File: src/rtl/pipe_mmio_ports.sv
// pipe_mmio_ports -- memory-mapped I/O unit for the MEM stage of the pipeline.
//
// Word map relative to IO_BASE (k = word offset, malu[1:0] ignored):
//   k <  N_IN                 IN[k]      synchronised input sample (read-only)
//   N_IN <= k < N_IN+N_OUT    OUT[k-N_IN] output register (R/W)
//   k == N_IN+N_OUT           CHG        sticky change flags, write-1-to-clear
//   k == N_IN+N_OUT+1         MASK       interrupt mask for CHG (R/W)
//
// Ports:
//   clock, resetn      system clock, asynchronous active-low reset
//   mwmem, malu, mb    MEM-stage store strobe, byte address, store data
//   in_ports           N_IN packed external inputs (asynchronous to clock)
//   out_ports          N_OUT packed output registers
//   io_sel             combinational: malu inside the I/O window
//   io_rdata           combinational read data (0 outside the window)
//   chg_irq            registered: any unmasked change flag set
module pipe_mmio_ports #(
   parameter int          DATA_W      = 32,
   parameter int          N_IN        = 2,
   parameter int          N_OUT       = 2,
   parameter logic [31:0] IO_BASE     = 32'h0000_0080,
   parameter int          SYNC_STAGES = 2
) (
   input  logic                    clock,
   input  logic                    resetn,
   input  logic                    mwmem,
   input  logic [31:0]             malu,
   input  logic [DATA_W-1:0]       mb,
   input  logic [N_IN*DATA_W-1:0]  in_ports,
   output logic [N_OUT*DATA_W-1:0] out_ports,
   output logic                    io_sel,
   output logic [DATA_W-1:0]       io_rdata,
   output logic                    chg_irq
);

   localparam logic [29:0] K_OUT   = 30'(N_IN);
   localparam logic [29:0] K_CHG   = 30'(N_IN + N_OUT);
   localparam logic [29:0] K_MASK  = 30'(N_IN + N_OUT + 1);
   localparam logic [29:0] K_END   = 30'(N_IN + N_OUT + 2);
   localparam int          PRIME_N = SYNC_STAGES + 1;
   localparam int          CNT_W   = $clog2(PRIME_N + 1);

   logic [DATA_W-1:0] sync_q [N_IN][SYNC_STAGES];
   logic [DATA_W-1:0] prev_q [N_IN];
   logic [DATA_W-1:0] out_q  [N_OUT];
   logic [DATA_W-1:0] out_d  [N_OUT];
   logic [N_IN-1:0]   chg_q, chg_d;
   logic [N_IN-1:0]   mask_q, mask_d;
   logic [CNT_W-1:0]  cnt_q, cnt_d;
   logic              irq_q;

   logic [29:0]       k;
   logic              wr;
   logic              primed;
   logic              unused_addr_bits;

   // Byte lane bits do not take part in decoding.
   assign unused_addr_bits = ^malu[1:0];

   // IO_BASE is word aligned, so the word offset is a 30-bit subtraction.
   assign k      = malu[31:2] - IO_BASE[31:2];
   assign io_sel = (malu[31:2] >= IO_BASE[31:2]) && (k < K_END);
   assign wr     = mwmem & io_sel;
   assign primed = (cnt_q == CNT_W'(PRIME_N));

   // Read mux: zero-latency, zero outside the window.
   always_comb begin
      io_rdata = '0;
      if (io_sel) begin
         for (int i = 0; i < N_IN; i++)
            if (k == 30'(i)) io_rdata = sync_q[i][SYNC_STAGES-1];
         for (int j = 0; j < N_OUT; j++)
            if (k == K_OUT + 30'(j)) io_rdata = out_q[j];
         if (k == K_CHG)  io_rdata = DATA_W'(chg_q);
         if (k == K_MASK) io_rdata = DATA_W'(mask_q);
      end
   end

   // Next-state: stores, W1C, change detection and priming.
   always_comb begin
      out_d  = out_q;
      mask_d = mask_q;
      chg_d  = chg_q;
      cnt_d  = cnt_q;
      if (!primed) cnt_d = cnt_q + CNT_W'(1);
      for (int j = 0; j < N_OUT; j++)
         if (wr && (k == K_OUT + 30'(j))) out_d[j] = mb;
      if (wr && (k == K_MASK)) mask_d = mb[N_IN-1:0];
      if (wr && (k == K_CHG))  chg_d  = chg_q & ~mb[N_IN-1:0];
      // Setting is applied after the clear so a same-edge change wins.
      for (int i = 0; i < N_IN; i++)
         if (primed && (sync_q[i][SYNC_STAGES-1] != prev_q[i])) chg_d[i] = 1'b1;
   end

   always_ff @(posedge clock or negedge resetn) begin
      if (!resetn) begin
         for (int i = 0; i < N_IN; i++) begin
            for (int s = 0; s < SYNC_STAGES; s++) sync_q[i][s] <= '0;
            prev_q[i] <= '0;
         end
         for (int j = 0; j < N_OUT; j++) out_q[j] <= '0;
         chg_q  <= '0;
         mask_q <= '0;
         cnt_q  <= '0;
         irq_q  <= 1'b0;
      end else begin
         for (int i = 0; i < N_IN; i++) begin
            sync_q[i][0] <= in_ports[i*DATA_W +: DATA_W];
            for (int s = 1; s < SYNC_STAGES; s++) sync_q[i][s] <= sync_q[i][s-1];
            // Before priming this simply tracks the sample, so power-up
            // values never raise a flag.
            prev_q[i] <= sync_q[i][SYNC_STAGES-1];
         end
         for (int j = 0; j < N_OUT; j++) out_q[j] <= out_d[j];
         chg_q  <= chg_d;
         mask_q <= mask_d;
         cnt_q  <= cnt_d;
         irq_q  <= |(chg_q & mask_q);
      end
   end

   for (genvar j = 0; j < N_OUT; j++) begin : g_out
      assign out_ports[j*DATA_W +: DATA_W] = out_q[j];
   end

   assign chg_irq = irq_q;

endmodule
File: config.mk
export PLATFORM = sky130hd
export DESIGN_NAME = pipe_mmio_ports
export DESIGN_NICKNAME = d
export VERILOG_FILES = /design/src/rtl/pipe_mmio_ports.sv
export SDC_FILE = /design/constraint.sdc
export NUM_CORES = 1
export LEC_CHECK = 0
export CORE_MARGIN = 1.5
export CORE_UTILIZATION = 50
export DETAILED_ROUTE_END_ITERATION = 16
export GPL_ROUTABILITY_DRIVEN = 0
export PLACE_DENSITY_LB_ADDON = 0.12
export RECOVER_POWER = 25
export SYNTH_ARGS = -nofsm -noshare
export SYNTH_HDL_FRONTEND = slang
export SYNTH_SLANG_ARGS = --single-unit
export TNS_END_PERCENT = 50
File: constraint.sdc
create_clock -name clock -period 10.2 [get_ports clock]
set_input_delay 2.04 -clock clock [delete_from_list [all_inputs] [get_ports clock]]
set_output_delay 2.04 -clock clock [all_outputs]
set_load 0.03 [all_outputs]
==> flow_metrics.env, run 1 <==
export IMPL_pwr_density_cell_nw_per_um2=167
export IMPL_clk_latency_ns=0.52
export IMPL_dr_max_layer_used="met4"
export IMPL_syn_to_final_growth_pct=34.4
export IMPL_power_frac_seq_pct=50.7
export IMPL_clock_skew_ns=0.0143
export IMPL_clock_path_buffers=3
export IMPL_cts_root_buf="clkbuf_16"
export IMPL_cts_max_level=1
export IMPL_slowest_stage="clkdlybuf4s50_1"
export IMPL_grt_pass1_wl_um=35300
export IMPL_num_antenna_cells=0
export IMPL_p_int_uw=1720
export IMPL_cts_sinks=263
export IMPL_min_period_ns=8.03
export IMPL_ys_seq_elements=263
export IMPL_rows=50
export IMPL_cts_tree="yes"
export IMPL_critPathRequiredTime_ns=8.16
export IMPL_first_global_vias=6339
export IMPL_clkPwrFrac_pct=43.1
export IMPL_finalNetCount=989
export IMPL_slew_headroom_pct=29.6
export IMPL_comb_power_share_pct=6.2
export IMPL_netlist_area_um2=9750
export IMPL_antenna_found_initial=0
export IMPL_crit_arrival_ns=5.99
export IMPL_synth_cell_type_count=46
export IMPL_startpoint_type="input port"
export IMPL_drive_gt1_share_pct=18.4
export IMPL_start_util_pct=51.6
export IMPL_worst_setup_path_type="in -> out"
export IMPL_die_h_um=143
export IMPL_fp_dieArea_um2=20300
export IMPL_tightest_slew_ns=1.06
export IMPL_yosys_most_used_dff="dfrtp_1"
export IMPL_rsz0062_at_grt="false"
export IMPL_cts_hold_buf=0
export IMPL_routed_wirelength_um=22500
export IMPL_post_synth_top_count_cell="dfrtp_1"
export IMPL_report_final_slew_viol_count=0
export IMPL_final_hold_viol_count=0
export IMPL_dr_wl_met3_um=1210
export IMPL_crit_fanout=33
export IMPL_nFillCells=1301
export IMPL_grt_usage_pct=22.9
export IMPL_final_period_utilization_pct=78.7
export IMPL_fin_tns_setup_ns=0
export IMPL_synth_top_area_share_pct=67.5
export IMPL_path_cells="clkdlybuf4s50_1 > inv_1 > ha_1 > nor4bb_1 > nand4_1 > nor2_1 > nand4_1 > or4_1 > or2_2 > nor3b_1 > clkdlybuf4s50_1"
export IMPL_hold_path_class="reg -> reg"
export IMPL_detail_route_wl_per_cell_um=19.9
export IMPL_drc=0
export IMPL_met1Wirelength_um=9590
export IMPL_ant_nets=0
export IMPL_ys_warn_count=0
export IMPL_crit_path_end_kind="primary output"
export IMPL_ctsResizeCount=0
export IMPL_yosys_top_cells_area="dfrtp_1, mux2_2, mux4_2"
export IMPL_dp_final_hpwl_um=15400
export IMPL_async_flop_share_pct=100
export IMPL_p_leak_uw=0.00559
export IMPL_coreArea_um2=18900
export IMPL_fin_ws_ns=2.17
export IMPL_synth_cells=616
export IMPL_synth_edf_count=0
export IMPL_rrSetupSlack_ns=8.35
export IMPL_io_buffers=226
export IMPL_via_per_inst=5.16
export IMPL_p_sw_uw=466
export IMPL_post_place_ws_ns=2.12
export IMPL_ir_drop_mv=0.134
export IMPL_switching_share_pct=21.3
export IMPL_syn_nets=749
export IMPL_yosysSeqAreaShare_pct=67.5
export IMPL_avgSynthCellArea_um2=15.8
export IMPL_die_w_um=143
export IMPL_grt_max_degree=129
export IMPL_drtIter0Drc=264
export IMPL_io_pins=229
export IMPL_cts_buffers=26
export IMPL_ys_top_cells_by_count="dfrtp_1, mux2_2, xor2_1"
export IMPL_num_vias=5846
export IMPL_clk_pin_slew_ns=0.06
export IMPL_setup_viol=0
export IMPL_max_freq_mhz=125
export IMPL_max_cap_viol_count=0
export IMPL_cts_setup_buffers=0
export IMPL_max_stage_delay_ns=0.73
export IMPL_dr_pass1_iters=4
export IMPL_wl_met2_um=11300
export IMPL_overflow=0
export IMPL_synth_largest_area_cell="dfrtp_1"
export IMPL_outcome="completed"
[cell families (layout without fill, tap and decap cells)]
kind of cell,Yosys count,count (layout),share of synthesized area (%)
flip-flops,263,263,67.5
AND/OR/NAND/NOR,140,140,7.99
multiplexers,102,102,15.4
XOR/XNOR,68,68,6.11
buffers and inverters,25,283,1.55
AO/OA/AOI/OAI,16,16,1.14
adder cells (fa/ha/maj),2,2,0.257
[worst paths after layout]
kind	depth (start not counted)	end	start
max	11	io_rdata[31]	malu[7]
min in group asynchronous	1	prev_q[28]	resetn
min	0	sync_q[66]	sync_q[98]
max reg2reg	5	chg_q[1]	sync_q[11]
min reg2reg	0	sync_q[66]	sync_q[98]
max in group asynchronous	2	sync_q[98]	resetn
[stage by stage]
step	hold WS, ns	instance area, um^2	utilization, %	cells	power (uW)
floorplan	0.331	9750	-	616	1170
CTS	0.346	13100	69.4	1134	2210
global route	0.351	13100	69.4	1134	2270
global placement	0.333	12200	64.8	1088	1260
finish	0.342	13100	69.4	1134	2180
detailed placement	0.335	12200	64.8	1088	1270
[cells in the final DEF, fill, tap and decap left out, drive strengths merged, types with 2 or more instances in the layout]
master         instances
dfrtp                263
clkdlybuf4s50        198
mux2                  68
xor2                  66
nor2                  42
clkbuf                37
nand2                 36
mux4                  32
dlygate4sd3           25
nor4                  24
nand4                 12
buf                   10
clkinv                 7
nor3b                  5
o21ai                  5
inv                    3
nand3b                 3
nor3                   3
nand3                  3
or4b                   3
or4                    3
or2                    2
xnor2                  2
a22oi                  2
a21oi                  2
mux2i                  2
o41ai                  2
ha                     2
bufinv                 2
[final cells by class]
cell class / count / area, um^2 / share of cell area (%)
Sequential cell: 263 / 6580 / 50.2
Multi-Input combinational cell: 328 / 3020 / 23.0
Timing Repair Buffer: 233 / 2310 / 17.6
Clock buffer: 37 / 753 / 5.75
Tap cell: 260 / 325 / 2.48
Clock inverter: 9 / 101 / 0.773
Inverter: 4 / 15.0 / 0.115
[state kept, by name, indices dropped and copies added, names as in the netlist]
signal     count
mask_q         2
sync_q       128
prev_q        64
out_ports     64
chg_q          2
chg_irq        1
cnt_q          2
[worst max-delay path, delay by kind of cell]
family / cells / cell delay [ns]
AND/OR/NAND/NOR: 7 / 2.37
buffers and inverters: 3 / 1.31
adder cells (fa/ha/maj): 1 / 0.26
[routing by layer]
layer  track usage (%)  vias up
met1              30.8     2994
met2              39.5      177
met4              5.53        0
met3              3.62       24
met5                 0        -
li1                  -     2651
[power by group through the flow]
stage,logic [uW],registers [uW],clock network [uW]
2_1_floorplan,51.1,1120,0
3_3_place_gp,138,1120,0
3_5_place_dp,140,1130,0
4_1_cts,141,1110,960
5_1_grt,150,1110,1010
6_report,136,1110,941
Power figures use the tool's default switching activity.
==> run 2, diff against run 1 <==
==> constraint.sdc (replaced) <==
create_clock -name clock -period 8 [get_ports clock]
set_input_delay 1.6 -clock clock [delete_from_list [all_inputs] [get_ports clock]]
set_output_delay 1.6 -clock clock [all_outputs]
set_load 0.03 [all_outputs]
==> flow_metrics.env, run 2 (synthesized netlist as in run 1, its figures left out) <==
export IMPL_io_pins=229
export IMPL_pwr_density_cell_nw_per_um2=214
export IMPL_clk_latency_ns=0.52
export IMPL_setup_viol=0
export IMPL_grt_max_degree=172
export IMPL_overflow=0
export IMPL_rrSetupSlack_ns=6.10
export IMPL_fin_util_pct=69.6
export IMPL_largest_reg_flops=128
export IMPL_cts_max_level=1
export IMPL_slew_headroom_pct=29.9
export IMPL_dpl_cell_area_um2=12300
export IMPL_final_common_cell="dfrtp_1"
export IMPL_hold_ws_ns=0.342
export IMPL_ir_drop_mv=0.164
export IMPL_via_per_inst=5.22
export IMPL_fin_tns_setup_ns=0
export IMPL_max_cap_viol_count=0
export IMPL_max_freq_mhz=141
export IMPL_tightest_slew_ns=1.05
export IMPL_rsz0062_at_grt="false"
export IMPL_fp_dieArea_um2=20300
export IMPL_hold_path_class="reg -> reg"
export IMPL_antenna_found_initial=2
export IMPL_report_final_slew_viol_count=0
export IMPL_clock_path_buffers=3
export IMPL_start_util_pct=51.6
export IMPL_drive_gt1_share_pct=18.3
export IMPL_first_global_vias=6471
export IMPL_final_hold_viol_count=0
export IMPL_clk_pin_slew_ns=0.06
export IMPL_fin_area_um2=13100
export IMPL_grt_pass1_wl_um=35500
export IMPL_die_h_um=143
export IMPL_coreArea_um2=18900
export IMPL_rows=50
export IMPL_min_period_ns=7.11
export IMPL_crit_arrival_ns=5.51
export IMPL_worst_setup_path_type="in -> out"
export IMPL_clock_skew_ns=0.0199
export IMPL_drtIter0Drc=224
export IMPL_finalNetCount=989
export IMPL_cts_sinks=263
export IMPL_cts_buffers=26
export IMPL_startpoint_type="input port"
export IMPL_grt_usage_pct=22.8
export IMPL_drc=0
export IMPL_layout_common_cells="dfrtp_1, clkdlybuf4s50_1, mux2_2, xor2_1, nor2_1"
export IMPL_crit_fanout=33
export IMPL_dp_final_hpwl_um=15800
export IMPL_detail_route_wl_per_cell_um=20.0
export IMPL_final_period_utilization_pct=88.9
export IMPL_nFillCells=1290
export IMPL_p_leak_uw=0.00561
export IMPL_cts_setup_buffers=0
export IMPL_crit_path_end_kind="primary output"
export IMPL_cts_root_buf="clkbuf_16"
export IMPL_routed_wirelength_um=22700
export IMPL_ant_nets=0
export IMPL_regMostFlops="sync_q"
export IMPL_ctsResizeCount=0
export IMPL_syn_to_final_growth_pct=34.8
export IMPL_io_buffers=226
export IMPL_num_vias=5921
export IMPL_critPathRequiredTime_ns=6.40
export IMPL_dr_pass1_iters=5
export IMPL_outcome="completed"
export IMPL_die_w_um=143
export IMPL_cts_tree="yes"
export IMPL_cts_hold_buf=0
run 2: cell count changes in the layout (fill, tap and decap cells not counted):
cell        delta
buf_12         +1
buf_4          -1
clkbuf_8       +4
clkinv_2       -3
clkinv_4       -1
clkinvlp_4     -1
diode_2        +1
run 2: area by class of cell:
| type | instances | area [um^2] | area share [%] |
|---|---|---|---|
| Sequential cell | 263 | 6580 | 50.1 |
| Multi-Input combinational cell | 328 | 3020 | 23.0 |
| Timing Repair Buffer | 233 | 2320 | 17.7 |
| Clock buffer | 41 | 808 | 6.15 |
| Tap cell | 260 | 325 | 2.48 |
| Clock inverter | 4 | 70.1 | 0.533 |
| Inverter | 4 | 15.0 | 0.114 |
| Antenna cell | 1 | 2.50 | 0.0190 |
run 2: per-stage QoR:
stage / instances / worst slack (ns) / power, uW
2_1_floorplan: 616 / 1.98 / 1490
3_3_place_gp: 1088 / 0.945 / 1610
3_5_place_dp: 1088 / 0.875 / 1620
4_1_cts: 1133 / 0.851 / 2840
5_1_grt: 1134 / 0.641 / 2910
6_report: 1134 / 0.889 / 2810
run 2: power breakdown:
part / internal [uW] / switching (uW)
combinational: 93.3 / 81.8
sequential: 1380 / 31.5
clock: 751 / 472
total: 2220 / 586
run 2: layer usage:
layer,GRT usage [%],part of all wire (%),up-vias
met5,0,0,-
met1,30.8,43,3049
li1,-,-,2655
met3,3.35,4.6,31
met4,5.91,1.9,0
met2,39.3,51,186
run 2: path summary, 6_finish.rpt:
path	start	to	cells past startpoint
setup / recovery	malu[7]	io_rdata[16]	10
hold / removal	sync_q[111]	sync_q[79]	0
setup reg to reg	sync_q[16]	chg_q[1]	5
hold reg to reg	sync_q[111]	sync_q[79]	0
max in group asynchronous	resetn	sync_q[72]	2
min in group asynchronous	resetn	prev_q[28]	1
run 2: critical path, stage by stage:
cell and delay [ns]:
clkdlybuf4s50_1 0.46, inv_1 0.09, ha_1 0.27, nor3b_1 0.32
nand4_1 0.23, a211oi_1 0.82, or4_1 0.26, or2_2 0.63
nor2_1 0.17, clkdlybuf4s50_1 0.64
